<file path="config.mk">
export PLATFORM = sky130hd
export DESIGN_NAME = matrix_run_streamer
export DESIGN_NICKNAME = d
export VERILOG_FILES = /design/src/rtl/matrix_run_streamer.sv
export SDC_FILE = /design/constraint.sdc
export NUM_CORES = 1
export LEC_CHECK = 0
export ABC_AREA = 1
export CAP_MARGIN = 20
export CORE_ASPECT_RATIO = 0.7
export CORE_UTILIZATION = 35
export CTS_CLUSTER_DIAMETER = 30
export DETAILED_ROUTE_END_ITERATION = 8
export GPL_TIMING_DRIVEN = 1
export HOLD_SLACK_MARGIN = 0.1
export MAX_ROUTING_LAYER = met4
export PLACE_DENSITY = 0.58
export SLEW_MARGIN = 15
export SYNTH_ARGS = -nofsm -noshare
export SYNTH_HDL_FRONTEND = slang
export SYNTH_SLANG_ARGS = --single-unit
</file>
<file path="constraint.sdc">
create_clock -name CLK -period 21.5 [get_ports CLK]
set_input_delay 2.15 -clock CLK [delete_from_list [all_inputs] [get_ports CLK]]
set_output_delay 2.15 -clock CLK [all_outputs]
set_load 0.02 [all_outputs]
</file>
<file path="src/rtl/matrix_run_streamer.sv">
// matrix_run_streamer: host-side sequencer for the processor's St/done/result
// interface. Fires a one-cycle St pulse, waits (with a watchdog) for done,
// snapshots the WIDTH x WIDTH result matrix and streams it out row-major over
// a valid/ready handshake.
module matrix_run_streamer #(
   parameter  int WIDTH_BIT = 2,
   parameter  int TIMEOUT   = 1024,
   localparam int WIDTH     = 2 ** WIDTH_BIT
) (
   input  logic                                    CLK,
   input  logic                                    RST,
   input  logic                                    go,
   output logic                                    St,
   input  logic                                    done,
   input  logic [0:WIDTH-1][0:WIDTH-1][31:0]       result,
   output logic                                    out_valid,
   input  logic                                    out_ready,
   output logic [31:0]                             out_data,
   output logic [WIDTH_BIT-1:0]                    out_row,
   output logic [WIDTH_BIT-1:0]                    out_col,
   output logic                                    out_last,
   output logic                                    busy,
   output logic                                    timeout
);

   localparam int IW = 2 * WIDTH_BIT;
   localparam int TW = $clog2(TIMEOUT);

   typedef enum logic [1:0] {
      S_IDLE,
      S_START,
      S_WAIT,
      S_STREAM
   } state_e;

   state_e                           state_q, state_d;
   logic                             st_q, st_d;
   logic                             valid_q, valid_d;
   logic [31:0]                      data_q, data_d;
   logic                             last_q, last_d;
   logic                             busy_q, busy_d;
   logic                             timeout_q, timeout_d;
   logic [IW-1:0]                    idx_q, idx_d;
   logic [IW-1:0]                    nxt_idx;
   logic [TW-1:0]                    timer_q, timer_d;
   logic                             capture;
   logic [0:WIDTH-1][0:WIDTH-1][31:0] snap_q;

   // Next-state and next-output logic for the run sequencer.
   always_comb begin
      // NOTE: every variable gets a default first so no path leaves it unassigned (no latches).
      state_d   = state_q;
      st_d      = 1'b0;
      valid_d   = valid_q;
      data_d    = data_q;
      last_d    = last_q;
      timeout_d = timeout_q;
      idx_d     = idx_q;
      timer_d   = timer_q;
      capture   = 1'b0;
      nxt_idx   = idx_q + IW'(1);

      unique case (state_q)
         S_IDLE: begin
            if (go) begin
               state_d   = S_START;
               st_d      = 1'b1;
               timeout_d = 1'b0;
            end
         end
         S_START: begin
            timer_d = '0;
            state_d = S_WAIT;
         end
         S_WAIT: begin
            // done wins over the watchdog when both land in the same cycle
            if (done) begin
               capture = 1'b1;
               idx_d   = '0;
               valid_d = 1'b1;
               data_d  = result[0][0];
               last_d  = 1'b0;
               state_d = S_STREAM;
            end else if (timer_q == TW'(TIMEOUT - 1)) begin
               timeout_d = 1'b1;
               state_d   = S_IDLE;
            end else begin
               timer_d = timer_q + TW'(1);
            end
         end
         S_STREAM: begin
            if (out_ready) begin
               if (last_q) begin
                  valid_d = 1'b0;
                  last_d  = 1'b0;
                  idx_d   = '0;
                  state_d = S_IDLE;
               end else begin
                  idx_d  = nxt_idx;
                  data_d = snap_q[nxt_idx[IW-1:WIDTH_BIT]][nxt_idx[WIDTH_BIT-1:0]];
                  last_d = (nxt_idx == {IW{1'b1}});
               end
            end
         end
         default: state_d = S_IDLE;
      endcase

      busy_d = (state_d != S_IDLE);
   end

   // Sequencer state and registered outputs, synchronous reset.
   always_ff @(posedge CLK) begin
      // NOTE: sequential state uses non-blocking assignments so all flops update together.
      if (RST) begin
         state_q   <= S_IDLE;
         st_q      <= 1'b0;
         valid_q   <= 1'b0;
         data_q    <= '0;
         last_q    <= 1'b0;
         busy_q    <= 1'b0;
         timeout_q <= 1'b0;
         idx_q     <= '0;
         timer_q   <= '0;
      end else begin
         state_q   <= state_d;
         st_q      <= st_d;
         valid_q   <= valid_d;
         data_q    <= data_d;
         last_q    <= last_d;
         busy_q    <= busy_d;
         timeout_q <= timeout_d;
         idx_q     <= idx_d;
         timer_q   <= timer_d;
      end
   end

   // Snapshot of the result matrix, taken in the cycle done is sampled.
   always_ff @(posedge CLK) begin
      // NOTE: the snapshot buffer is deliberately not reset; it is always written before it is read.
      if (capture) snap_q <= result;
   end

   assign St        = st_q;
   assign out_valid = valid_q;
   assign out_data  = data_q;
   assign out_row   = idx_q[IW-1:WIDTH_BIT];
   assign out_col   = idx_q[WIDTH_BIT-1:0];
   assign out_last  = last_q;
   assign busy      = busy_q;
   assign timeout   = timeout_q;

endmodule
</file>
==> results.md <==
STA:
- Dividing the final minimum period by the clock period gives 28.7%.
- For the pin with the worst max-slew slack, the measured transition is 1.03 ns.
- The max-slew headroom at the worst pin is 31.4%.
- Adding up every negative setup slack in the final design gives 0 ns.
- The final-report max-slew violation count came to 0.
- Based on the critical path, the design can be clocked at up to 0.162 GHz.
- Setup repair after global routing left no endpoint under its margin.
- Setup slack on the critical path of the routed design comes to 15.34 ns.
- Setup violations remaining at the end of the flow were counted as 0.
- The minimum clock period after layout is 6.16 ns.
- The final hold violation count is 0.
- Clock skew on the completed layout was measured at 0.0225 ns.

Synthesis:
- The mapped cell area is 24200 um^2.
- Summed over all instances, the cell type with the most area after synthesis is sky130_fd_sc_hd__edfxtp_1.
- After synthesis, the cell types taking the most area are sky130_fd_sc_hd__edfxtp_1 (63%), sky130_fd_sc_hd__nand3_1 (11%), sky130_fd_sc_hd__nand2_1 (9.4%), sky130_fd_sc_hd__dfxtp_1 (4.4%), sky130_fd_sc_hd__inv_1 (3.8%).
- Summing the sequential cell areas from Yosys gives 67.8% of the chip area.
- The synthesized netlist cell count is 2313.
- Counting flops and latches in the post-synthesis netlist gives 565.
- Of the post-synthesis cell area, the dominant cell type holds 63.4%.
- The number of distinct library cell variants in the gate-level netlist after synthesis is 30.
- Dividing the synthesized area by the synthesized cell count gives 10.5 um^2.
- Synthesis produced a netlist with a net count of 2833.
- Yosys printed 0 warnings.

Place:
- The instance area after placement is 30500 um^2.
- OpenSTA, run right after detailed placement, puts the worst setup slack at 14.71 ns.
- Routability-driven placement finished with a final weighted congestion of 0.871.
- The final HPWL from detailed placement is 60300 um.
- During placement, the flow inserted port buffers numbering 557.

Floorplanning:
- The placeable core region is 68300 um^2.
- From bottom edge to top edge, the die measures 222 um.
- After floorplanning, the core was divided into 80 placement rows.
- The die covers 70300 um^2.
- The starting density of the core is 35.5%.
- From left edge to right edge, the die measures 317 um.
- The number of top-level pins is 558.

Global routing:
- The initial antenna violation count was 28.
- The largest net degree at the start of global routing is 137.
- The sum of overflow across all layers after global routing is 0.
- The first-pass GRT wire length is 125000 um.
- The via count of the first global-routing pass is 19.2k.
- Global routing used 25.3% of the available tracks.

Final layout:
- The commonest non-fill, non-tap cell in the layout is sky130_fd_sc_hd__nand2_1.
- The area added between synthesis and finish is 43.3%.
- The number of fill cells is 6057.
- The proportion of layout cells with a drive suffix above 1 is 8.04%.
- At the end of the flow, the number of nets in the layout was 3382.
- In the layout the commonest cells are sky130_fd_sc_hd__nand2_1 (606), sky130_fd_sc_hd__clkdlybuf4s50_1 (557), sky130_fd_sc_hd__nand3_1 (553), sky130_fd_sc_hd__edfxtp_1 (512), sky130_fd_sc_hd__inv_1 (245).
- The post-route core utilization is 50.9%.
- The final instance area is 34700 um^2.

Setup path:
- The critical path is of the primary input to register type.
- Grouping stages by cell kind, the critical path spends the most delay in buffers and inverters.
- The data arrival time of the critical path is 6.43 ns.
- The cell with the largest stage delay on the worst path is sky130_fd_sc_hd__buf_4.
- The peak fanout along the critical path is 136.
- In this run the critical register-to-register path is launched from state_q[1].
- The worst register-to-register path ends at snap_q[225].
- The worst setup path is captured at a register.
- The most critical setup path has its startpoint at done.
- Data on the critical path is required at its endpoint by 21.77 ns.
- The startpoint class of the critical path is a primary input.
- The number of buffers and inverters on the critical path is 5.
- The most frequent cell on the critical path is sky130_fd_sc_hd__buf_4.
- On the worst path, the slowest cell contributes a delay of 0.90 ns.
- The register-to-register path setup slack is 16.74 ns.
- Counting buffers and inverters, the worst setup path is 6 cells deep.
- Measured in cells, the most critical reg-to-reg path has a length of 7.
- Walking the worst path, the cells encountered are clkdlybuf4s50_1 > nand2_1 > inv_8 > buf_4 > buf_4 > buf_4.
- The worst setup path endpoint is snap_q[225].

Clock network:
- The sink count of the clock tree is 565.
- The maximum level of the CTS H-tree is 3.
- The clock insertion delay at the later pin of the skew report is 0.66 ns.
- In this run the post-CTS setup repair buffer count came out at 0.
- The clock transition at the registers of the reported paths is 0.05 ns.
- The CTS tree is built.
- The clock passes through at most 3 buffers.
- The CTS buffer count is 113.
- The hold buffer count at cts is 0.
- The buffer type at the clock tree root is sky130_fd_sc_hd__clkbuf_16.
- After clock tree synthesis, the repair step resized 0 gates.

Min path:
- The worst hold path was traced through 2 stages.
- The type of the most critical hold path is register to register.
- In this run the most critical hold path is launched from timer_q[4].

Routing:
- The detail route stage leaves a number of antenna-violating nets equal to 0.
- After the first detailed-routing iteration, the DRC count stood at 1982.
- The count of vias placed by the detailed router is 19.5k.
- The detailed-router iteration count before antenna repair is 6.
- After detailed routing, the number of vias per cell comes to 5.02.
- Summed over all layers, the routed wires come to 87900 um.
- After detailed routing, the number of remaining DRC violations is 0.
- The routed wire length per instance is 22.6 um.

Status:
- The run finished with clean final reports.

Power and ir drop:
- Combinational cells account for 8.4% of the total power.
- The total leakage power is 13.6 nW.
- The reported net switching power is 0.777 mW.
- Per report_power, the clock group accounts for 53.7% of the total.
- The proportion of power drawn by flip-flops and latches is 37.9%.
- The cell-internal power is 2.72 mW.
- The maximum vdd ir drop is 65.1 uV.
- Dividing total power by cell area gives a power density of 101 nW/um^2.
- Net switching is 22.2% of the power.

Flow run:
- The tool flagged a number of max-cap violations equal to 0.
## worst register-to-register path, delay by kind of cell (launching register included)
kind / cells / cell delay [ns]
flops: 1 / 0.36
simple gates: 2 / 0.44
buf+inv: 5 / 3.50
## worst min path at each step
stage	to	slack (ns)
2_1_floorplan	timer_q[4]	0.43
3_3_place_gp	timer_q[4]	0.45
3_5_place_dp	timer_q[4]	0.46
4_1_cts	timer_q[4]	0.46
5_1_grt	timer_q[4]	0.50
6_report	timer_q[4]	0.46
## per-layer routing
metal / wire length (um) / GRT usage, %
met1: 37400 / 33.3
met2: 39600 / 36.9
met3: 7830 / 6.95
met4: 3020 / 10.2
met5: 0 / -
## cell usage after synthesis
cell type                  number
sky130_fd_sc_hd__nand3b_1      32
sky130_fd_sc_hd__clkbuf_1      28
sky130_fd_sc_hd__buf_2         67
sky130_fd_sc_hd__a211oi_1       1
sky130_fd_sc_hd__o21a_1         1
sky130_fd_sc_hd__buf_4         18
sky130_fd_sc_hd__a31o_2         1
sky130_fd_sc_hd__nand2_2        6
sky130_fd_sc_hd__ha_1           3
sky130_fd_sc_hd__o21ai_0       36
sky130_fd_sc_hd__nor3_1         6
sky130_fd_sc_hd__o211a_1        1
sky130_fd_sc_hd__dfxtp_1       53
sky130_fd_sc_hd__nor3_2         1
sky130_fd_sc_hd__or2_2          2
sky130_fd_sc_hd__clkbuf_2       3
sky130_fd_sc_hd__nand2_1      609
sky130_fd_sc_hd__nand2_4        1
sky130_fd_sc_hd__nand3_1      553
sky130_fd_sc_hd__a21oi_1       79
sky130_fd_sc_hd__edfxtp_1     512
sky130_fd_sc_hd__inv_1        246
sky130_fd_sc_hd__nor2_1        12
sky130_fd_sc_hd__buf_1         27
sky130_fd_sc_hd__buf_6          3
sky130_fd_sc_hd__a31oi_1        1
sky130_fd_sc_hd__inv_2          4
sky130_fd_sc_hd__o21ai_1        1
sky130_fd_sc_hd__nand4_1        5
sky130_fd_sc_hd__nor2_2         1
## registers in the layout (all words and copies together) (netlist names)
| signal | flops |
|---|---|
| snap_q | 512 |
| out_data | 32 |
| timer_q | 10 |
| idx_q | 4 |
| state_q | 2 |
| St | 1 |
| busy | 1 |
| out_last | 1 |
| out_valid | 1 |
| timeout | 1 |
## cell families after synthesis
group / after synthesis / synth area share [%]
AOI/OAI and AO/OA: 121 / 2.56
and+or+nand+nor: 1228 / 22.6
adders and majority gates: 3 / 0.155
DFF: 565 / 67.8
buffers and inverters: 396 / 6.87
## metrics by stage
step / hold slack, ns / power (mW) / instances
global route: 0.496 / 3.60 / 3890
global placement: 0.448 / 1.63 / 3645
floorplan: 0.434 / 1.49 / 2313
finish: 0.459 / 3.50 / 3892
CTS: 0.465 / 3.51 / 3863
detailed placement: 0.459 / 1.63 / 3648
## cell type report
class                           count  area [um^2]  area share, %
Timing Repair Buffer              580         5800           16.7
Antenna cell                       28         70.1          0.202
Sequential cell                   565        16400           47.3
Inverter                          250          948           2.73
Multi-Input combinational cell   1352         6220           17.9
Tap cell                          902         1130           3.25
Clock inverter                     70          927           2.67
Clock buffer                      145         3200           9.20
## power groups by stage
stage          sequential [mW]  clock, mW  combinational, mW
4_1_cts                   1.32       1.90              0.292
6_report                  1.32       1.88              0.294
5_1_grt                   1.33       1.95              0.316
3_5_place_dp              1.34          0              0.290
3_3_place_gp              1.34          0              0.286
2_1_floorplan             1.39          0             0.0993
(Power assumes the default switching activity.)
